**config.mk**
```make
export PLATFORM = sky130hd
export DESIGN_NAME = id_ex_stage
export DESIGN_NICKNAME = d
export VERILOG_FILES = /design/src/rtl/riscv_pkg.sv /design/src/rtl/pipe_skid_buffer.sv /design/src/rtl/id_ex_stage.sv
export SDC_FILE = /design/constraint.sdc
export NUM_CORES = 1
export LEC_CHECK = 0
export ABC_AREA = 1
export BUFFER_PORTS_ARGS = -buffer_cell sky130_fd_sc_hd__clkbuf_2
export CAP_MARGIN = 20
export CORE_MARGIN = 3
export CORE_UTILIZATION = 56
export CTS_CLUSTER_SIZE = 8
export DETAILED_ROUTE_END_ITERATION = 6
export PLACE_DENSITY = 0.89
export RECOVER_POWER = 50
export REMOVE_ABC_BUFFERS = 1
export SLEW_MARGIN = 20
export SYNTH_ARGS = -nofsm -noshare
export SYNTH_HDL_FRONTEND = slang
export SYNTH_SLANG_ARGS = --single-unit
```
**constraint.sdc**
```tcl
create_clock -name clk -period 12.5 [get_ports clk]
set_input_delay 1.25 -clock clk [delete_from_list [all_inputs] [get_ports clk]]
set_output_delay 1.25 -clock clk [all_outputs]
set_load 0.005 [all_outputs]
```
**src/rtl/riscv_pkg.sv**
```systemverilog
// Shared RISC-V pipeline definitions: datapath width, ALUOp encodings and
// the packed decode control bundle carried from ID into EX.
package riscv_pkg;

   localparam int XLEN = 32;

   typedef enum logic [1:0] {
      ALU_OP_R  = 2'b00,
      ALU_OP_I  = 2'b01,
      ALU_OP_LS = 2'b10,
      ALU_OP_BR = 2'b11
   } alu_op_e;

   // MSB first: alu_op occupies [16:15], mem_to_reg is bit 0.
   typedef struct packed {
      alu_op_e    alu_op;
      logic [2:0] funct3;
      logic [6:0] funct7;
      logic       reg_write;
      logic       mem_read;
      logic       mem_write;
      logic       alu_src;
      logic       mem_to_reg;
   } ctrl_t;

   localparam int CTRL_W = $bits(ctrl_t);

endpackage

```
**src/rtl/pipe_skid_buffer.sv**
```systemverilog
// Generic two-entry valid/ready buffer. The main entry drives the outputs;
// the skid entry absorbs the one extra word that arrives while the consumer
// stalls, so in_ready comes straight from a flop and never from out_ready.
module pipe_skid_buffer #(
   parameter int WIDTH = 8
) (
   input  logic             clk,
   input  logic             rst,
   input  logic             flush,
   input  logic             in_valid,
   output logic             in_ready,
   input  logic [WIDTH-1:0] in_data,
   output logic             out_valid,
   input  logic             out_ready,
   output logic [WIDTH-1:0] out_data
);

   logic             main_valid;
   logic             skid_valid;
   logic [WIDTH-1:0] main_data;
   logic [WIDTH-1:0] skid_data;

   assign in_ready  = ~skid_valid;
   assign out_valid = main_valid;
   assign out_data  = main_data;

   // Occupancy: flush wins; a full buffer only drains skid into main, otherwise
   // main refills when free/consumed and skid catches an input under stall.
   always_ff @(posedge clk or posedge rst) begin
      if (rst) begin
         main_valid <= 1'b0;
         skid_valid <= 1'b0;
      end else if (flush) begin
         main_valid <= 1'b0;
         skid_valid <= 1'b0;
      end else if (skid_valid) begin
         if (out_ready) begin
            skid_valid <= 1'b0;
         end
      end else if (!main_valid || out_ready) begin
         main_valid <= in_valid;
      end else if (in_valid) begin
         skid_valid <= 1'b1;
      end
   end

   // Payload: mirrors the occupancy decisions; words only move on a load so
   // a stalled main entry stays bit-for-bit stable.
   always_ff @(posedge clk or posedge rst) begin
      if (rst) begin
         main_data <= '0;
         skid_data <= '0;
      end else if (!flush) begin
         if (skid_valid) begin
            if (out_ready) begin
               main_data <= skid_data;
            end
         end else if (!main_valid || out_ready) begin
            if (in_valid) begin
               main_data <= in_data;
            end
         end else if (in_valid) begin
            skid_data <= in_data;
         end
      end
   end

endmodule

```
**src/rtl/id_ex_stage.sv**
```systemverilog
// ID/EX pipeline register with skid buffering. The whole decode payload is
// buffered as one word; when the entry is empty the control bundle is
// neutralised so a bubble cannot write registers or memory.
module id_ex_stage #(
   parameter int XLEN   = riscv_pkg::XLEN,
   parameter int CTRL_W = riscv_pkg::CTRL_W
) (
   input  logic              clk,
   input  logic              rst,
   input  logic              flush,
   input  logic              in_valid,
   output logic              in_ready,
   input  logic [CTRL_W-1:0] in_ctrl,
   input  logic [XLEN-1:0]   in_rs1_data,
   input  logic [XLEN-1:0]   in_rs2_data,
   input  logic [XLEN-1:0]   in_imm,
   input  logic [XLEN-1:0]   in_pc,
   input  logic [4:0]        in_rs1,
   input  logic [4:0]        in_rs2,
   input  logic [4:0]        in_rd,
   output logic              out_valid,
   input  logic              out_ready,
   output logic [CTRL_W-1:0] out_ctrl,
   output logic [XLEN-1:0]   out_rs1_data,
   output logic [XLEN-1:0]   out_rs2_data,
   output logic [XLEN-1:0]   out_imm,
   output logic [XLEN-1:0]   out_pc,
   output logic [4:0]        out_rs1,
   output logic [4:0]        out_rs2,
   output logic [4:0]        out_rd
);

   import riscv_pkg::ctrl_t;
   import riscv_pkg::ALU_OP_LS;

   localparam int WIDTH = CTRL_W + 4 * XLEN + 15;

   logic [WIDTH-1:0]  in_payload;
   logic [WIDTH-1:0]  out_payload;
   logic [CTRL_W-1:0] held_ctrl;

   // Bubble control: plain add with every side-effecting enable cleared.
   function automatic ctrl_t mask_bubble(input ctrl_t c);
      ctrl_t m;
      m           = c;
      m.alu_op    = ALU_OP_LS;
      m.reg_write = 1'b0;
      m.mem_read  = 1'b0;
      m.mem_write = 1'b0;
      return m;
   endfunction

   assign in_payload = {in_ctrl, in_rs1_data, in_rs2_data, in_imm, in_pc,
                        in_rs1, in_rs2, in_rd};

   pipe_skid_buffer #(
      .WIDTH(WIDTH)
   ) u_buf (
      .clk      (clk),
      .rst      (rst),
      .flush    (flush),
      .in_valid (in_valid),
      .in_ready (in_ready),
      .in_data  (in_payload),
      .out_valid(out_valid),
      .out_ready(out_ready),
      .out_data (out_payload)
   );

   assign {held_ctrl, out_rs1_data, out_rs2_data, out_imm, out_pc,
           out_rs1, out_rs2, out_rd} = out_payload;

   // Pass held control through for a live entry, neutralise it for a bubble.
   always_comb begin
      out_ctrl = held_ctrl;
      if (!out_valid) begin
         out_ctrl = mask_bubble(ctrl_t'(held_ctrl));
      end
   end

endmodule

```
==> flow_metrics.env <==
export IMPL_outcome="complete, but fails checks"
export IMPL_violations="max-capacitance violations, max-slew violations"
export IMPL_power_leakage_uw=0.00999
export IMPL_crit_fanout=145
export IMPL_layoutNonFillerInstCount=2559
export IMPL_synth_compound_area_share_pct=0.116
export IMPL_vias=14600
export IMPL_drive_gt1_share_pct=15.2
export IMPL_synth_area_leaders="dfrtp_1, nand2_1, buf_4"
export IMPL_grt_total_usage_pct=27.1
export IMPL_fin_nets=2342
export IMPL_cts_tree="built"
export IMPL_r2r_slack_ns=8.45
export IMPL_yosysTopAreaCell="dfrtp_1"
export IMPL_port_buffers=326
export IMPL_fin_tns_setup_ns=0
export IMPL_drt_iter0_drc=1916
export IMPL_ys_ff_latch=322
export IMPL_crit_type="input pin to asynchronous set/reset pin"
export IMPL_ys_seq_area_share_pct=50.0
export IMPL_syn_to_final_growth_pct=9.54
export IMPL_drt_vias_per_instance=5.70
export IMPL_synth_adder_area_share_pct=0
export IMPL_cts_sinks=322
export IMPL_gp_congestion=0.789
export IMPL_antenna_found_initial=1
export IMPL_hold_buffers=0
export IMPL_yosysWarnings=0
export IMPL_insertion_delay_ns=0.52
export IMPL_numCtsBuffers=46
export IMPL_hp_class="flop to flop"
export IMPL_critical_path_startpoint_type="input pin"
export IMPL_post_cts_buffers=0
export IMPL_max_stage_delay_ns=3.57
export IMPL_crit_end="u_buf.skid_data[121]"
export IMPL_synthXorXnorAreaFrac_pct=0
export IMPL_critical_path_top_delay_family="buffers and inverters"
export IMPL_grt_remaining_overflow=0
export IMPL_startpoint="rst"
export IMPL_io_pins=327
export IMPL_cp_num_buf_inv=2
export IMPL_r2r_end="u_buf.skid_valid"
export IMPL_dieHeight_um=176
export IMPL_setup_viol=0
export IMPL_critPathSlowestCell="clkinvlp_2"
export IMPL_synth_cells=2101
export IMPL_synth_top_family_by_area="simple AND/OR/NAND/NOR gates"
export IMPL_period_share_pct=44.6
export IMPL_p_per_area_mw_per_mm2=167
export IMPL_synth_mux_area_share_pct=0
export IMPL_firstDrtPassIters=6
export IMPL_routed_wl_um=42900
export IMPL_hold_path_depth=2
export IMPL_tightest_slew_ns=6.44
export IMPL_layout_min_cycle_time_ns=5.57
export IMPL_reg2reg_depth=5
export IMPL_postRouteAntennaNets=0
export IMPL_avgSynthCellArea_um2=7.67
export IMPL_cts_repair_resized=0
export IMPL_grt_max_degree=179
export IMPL_crit_chain="clkbuf_1, clkinvlp_2"
export IMPL_drc=0
export IMPL_cts_htree_levels=2
export IMPL_cts_buffer_depth=3
export IMPL_die_area_mm2=0.0308
export IMPL_fill_cells=2376
export IMPL_cp_depth=2
export IMPL_ir_worst_vdd_mv=0.102
export IMPL_avgRoutedWirePerCell_um=16.8
export IMPL_num_rows=61
export IMPL_synth_distinct_cells=19
export IMPL_required_ns=11.93
export IMPL_slew_headroom_pct=-331
export IMPL_max_freq_mhz=180
export IMPL_yosysTopAreaCellShare_pct=50.0
export IMPL_maxSlewViolCount=146
export IMPL_design_core_area_mm2=0.0281
export IMPL_synthSimpleGateAreaFrac_pct=37.8
export IMPL_crit_path_end_kind="asynchronous set/reset pin"
export IMPL_r2r_start="u_buf.skid_valid"
export IMPL_finalHoldViolCount=0
export IMPL_grt_pass1_vias=14200
export IMPL_dpl_cell_count=2506
export IMPL_cts_root_buffer="clkbuf_16"
export IMPL_start_util_pct=57.4
export IMPL_timing_max_cap_violations=1
export IMPL_place_hpwl_um=24500
export IMPL_synth_area_mm2=0.0161
export IMPL_die_w_um=176
export IMPL_cp_arrival_ns=5.00
export IMPL_grt_pass1_wl_um=69600
export IMPL_finalClockSkew_ns=0.00943
export IMPL_path_clk_slew_ns=0.05
export IMPL_rsz0062_at_grt="false"
[worst reg2reg max path, cell delays in order (launching register included)]
cell and delay (ns):
dfrtp_4 1.11, buf_4 0.83, nor2_4 0.10, nand3_4 0.59, buf_4 0.88, o21ai_0 0.36
[power breakdown]
| part | leakage (uW) | internal [uW] | switching, uW | total, uW |
|---|---|---|---|---|
| logic | 0.00534 | 173 | 285 | 458 |
| registers | 0.00405 | 1260 | 128 | 1390 |
| clock network | 0.000609 | 681 | 419 | 1100 |
[logic make-up after synthesis]
group                  Yosys count
AND/OR/NAND/NOR               1456
flip-flops                     322
buffers and inverters          320
AO/OA/AOI/OAI                    3
[worst min path at each step]
stage                               startpoint                    to  slack [ns]
after global placement     u_buf.out_data[159]   u_buf.out_data[159]        0.45
after detailed placement   u_buf.out_data[159]   u_buf.out_data[159]        0.45
after CTS                  u_buf.out_data[159]   u_buf.out_data[159]        0.47
after floorplan            u_buf.out_data[159]   u_buf.out_data[159]        0.43
after global routing      u_buf.skid_data[131]  u_buf.skid_data[131]        0.49
final                       u_buf.out_data[68]    u_buf.out_data[68]        0.47
[layout make-up]
type | instances | area (um2) | share of cell area [%]
multi-input cells | 1459 | 6160 | 34.9
well taps | 378 | 473 | 2.68
flip-flops and latches | 322 | 8060 | 45.7
clock inverters | 1 | 8.76 | 0.0496
inverters | 9 | 37.5 | 0.213
clock buffers | 50 | 1230 | 6.97
repair buffers | 339 | 1680 | 9.51
diodes | 1 | 2.50 | 0.0142
[metal layers]
metal	GRT usage, %	wire, um
met5	0	0
met4	12.3	1720
met3	5.06	3930
met2	44.3	20500
met1	35.4	16700
[cells in the mapped netlist, drive strengths merged]
master / count
or2: 1
o21ai: 3
nand3: 161
inv: 9
clkbuf: 74
nand4: 161
dfrtp: 322
nand2: 1130
nor2: 3
buf: 237
[registers in the layout (all words and copies together) (netlist names)]
signal,cells
u_buf.skid_valid,1
u_buf.out_data,160
u_buf.skid_data,160
u_buf.out_valid,1
[cells in the final DEF (no fill, tap or decap), drive strengths merged]
cell type | Yosys | layout
nand2 | 1130 | 1130
clkbuf | 74 | 374
dfrtp | 322 | 322
nand4 | 161 | 161
nand3 | 161 | 161
buf | 237 | 15
inv | 9 | 8
nor2 | 3 | 3
o21ai | 3 | 3
diode | 0 | 1
or2 | 1 | 1
clkinvlp | 0 | 1
clkinv | 0 | 1
[per-stage QoR]
stage	cell area, um2	utilization (%)	power [uW]	hold slack [ns]	setup slack [ns]
2_1_floorplan	14200	-	1630	0.434	2.34
3_3_place_gp	16500	58.7	1830	0.450	8.05
3_5_place_dp	16500	58.7	1860	0.453	8.01
4_1_cts	17700	63.1	2960	0.466	7.96
5_1_grt	17600	62.8	3090	0.486	6.10
6_report	17600	62.8	2940	0.466	6.93
No activity file was read; power rests on OpenSTA's default activity.
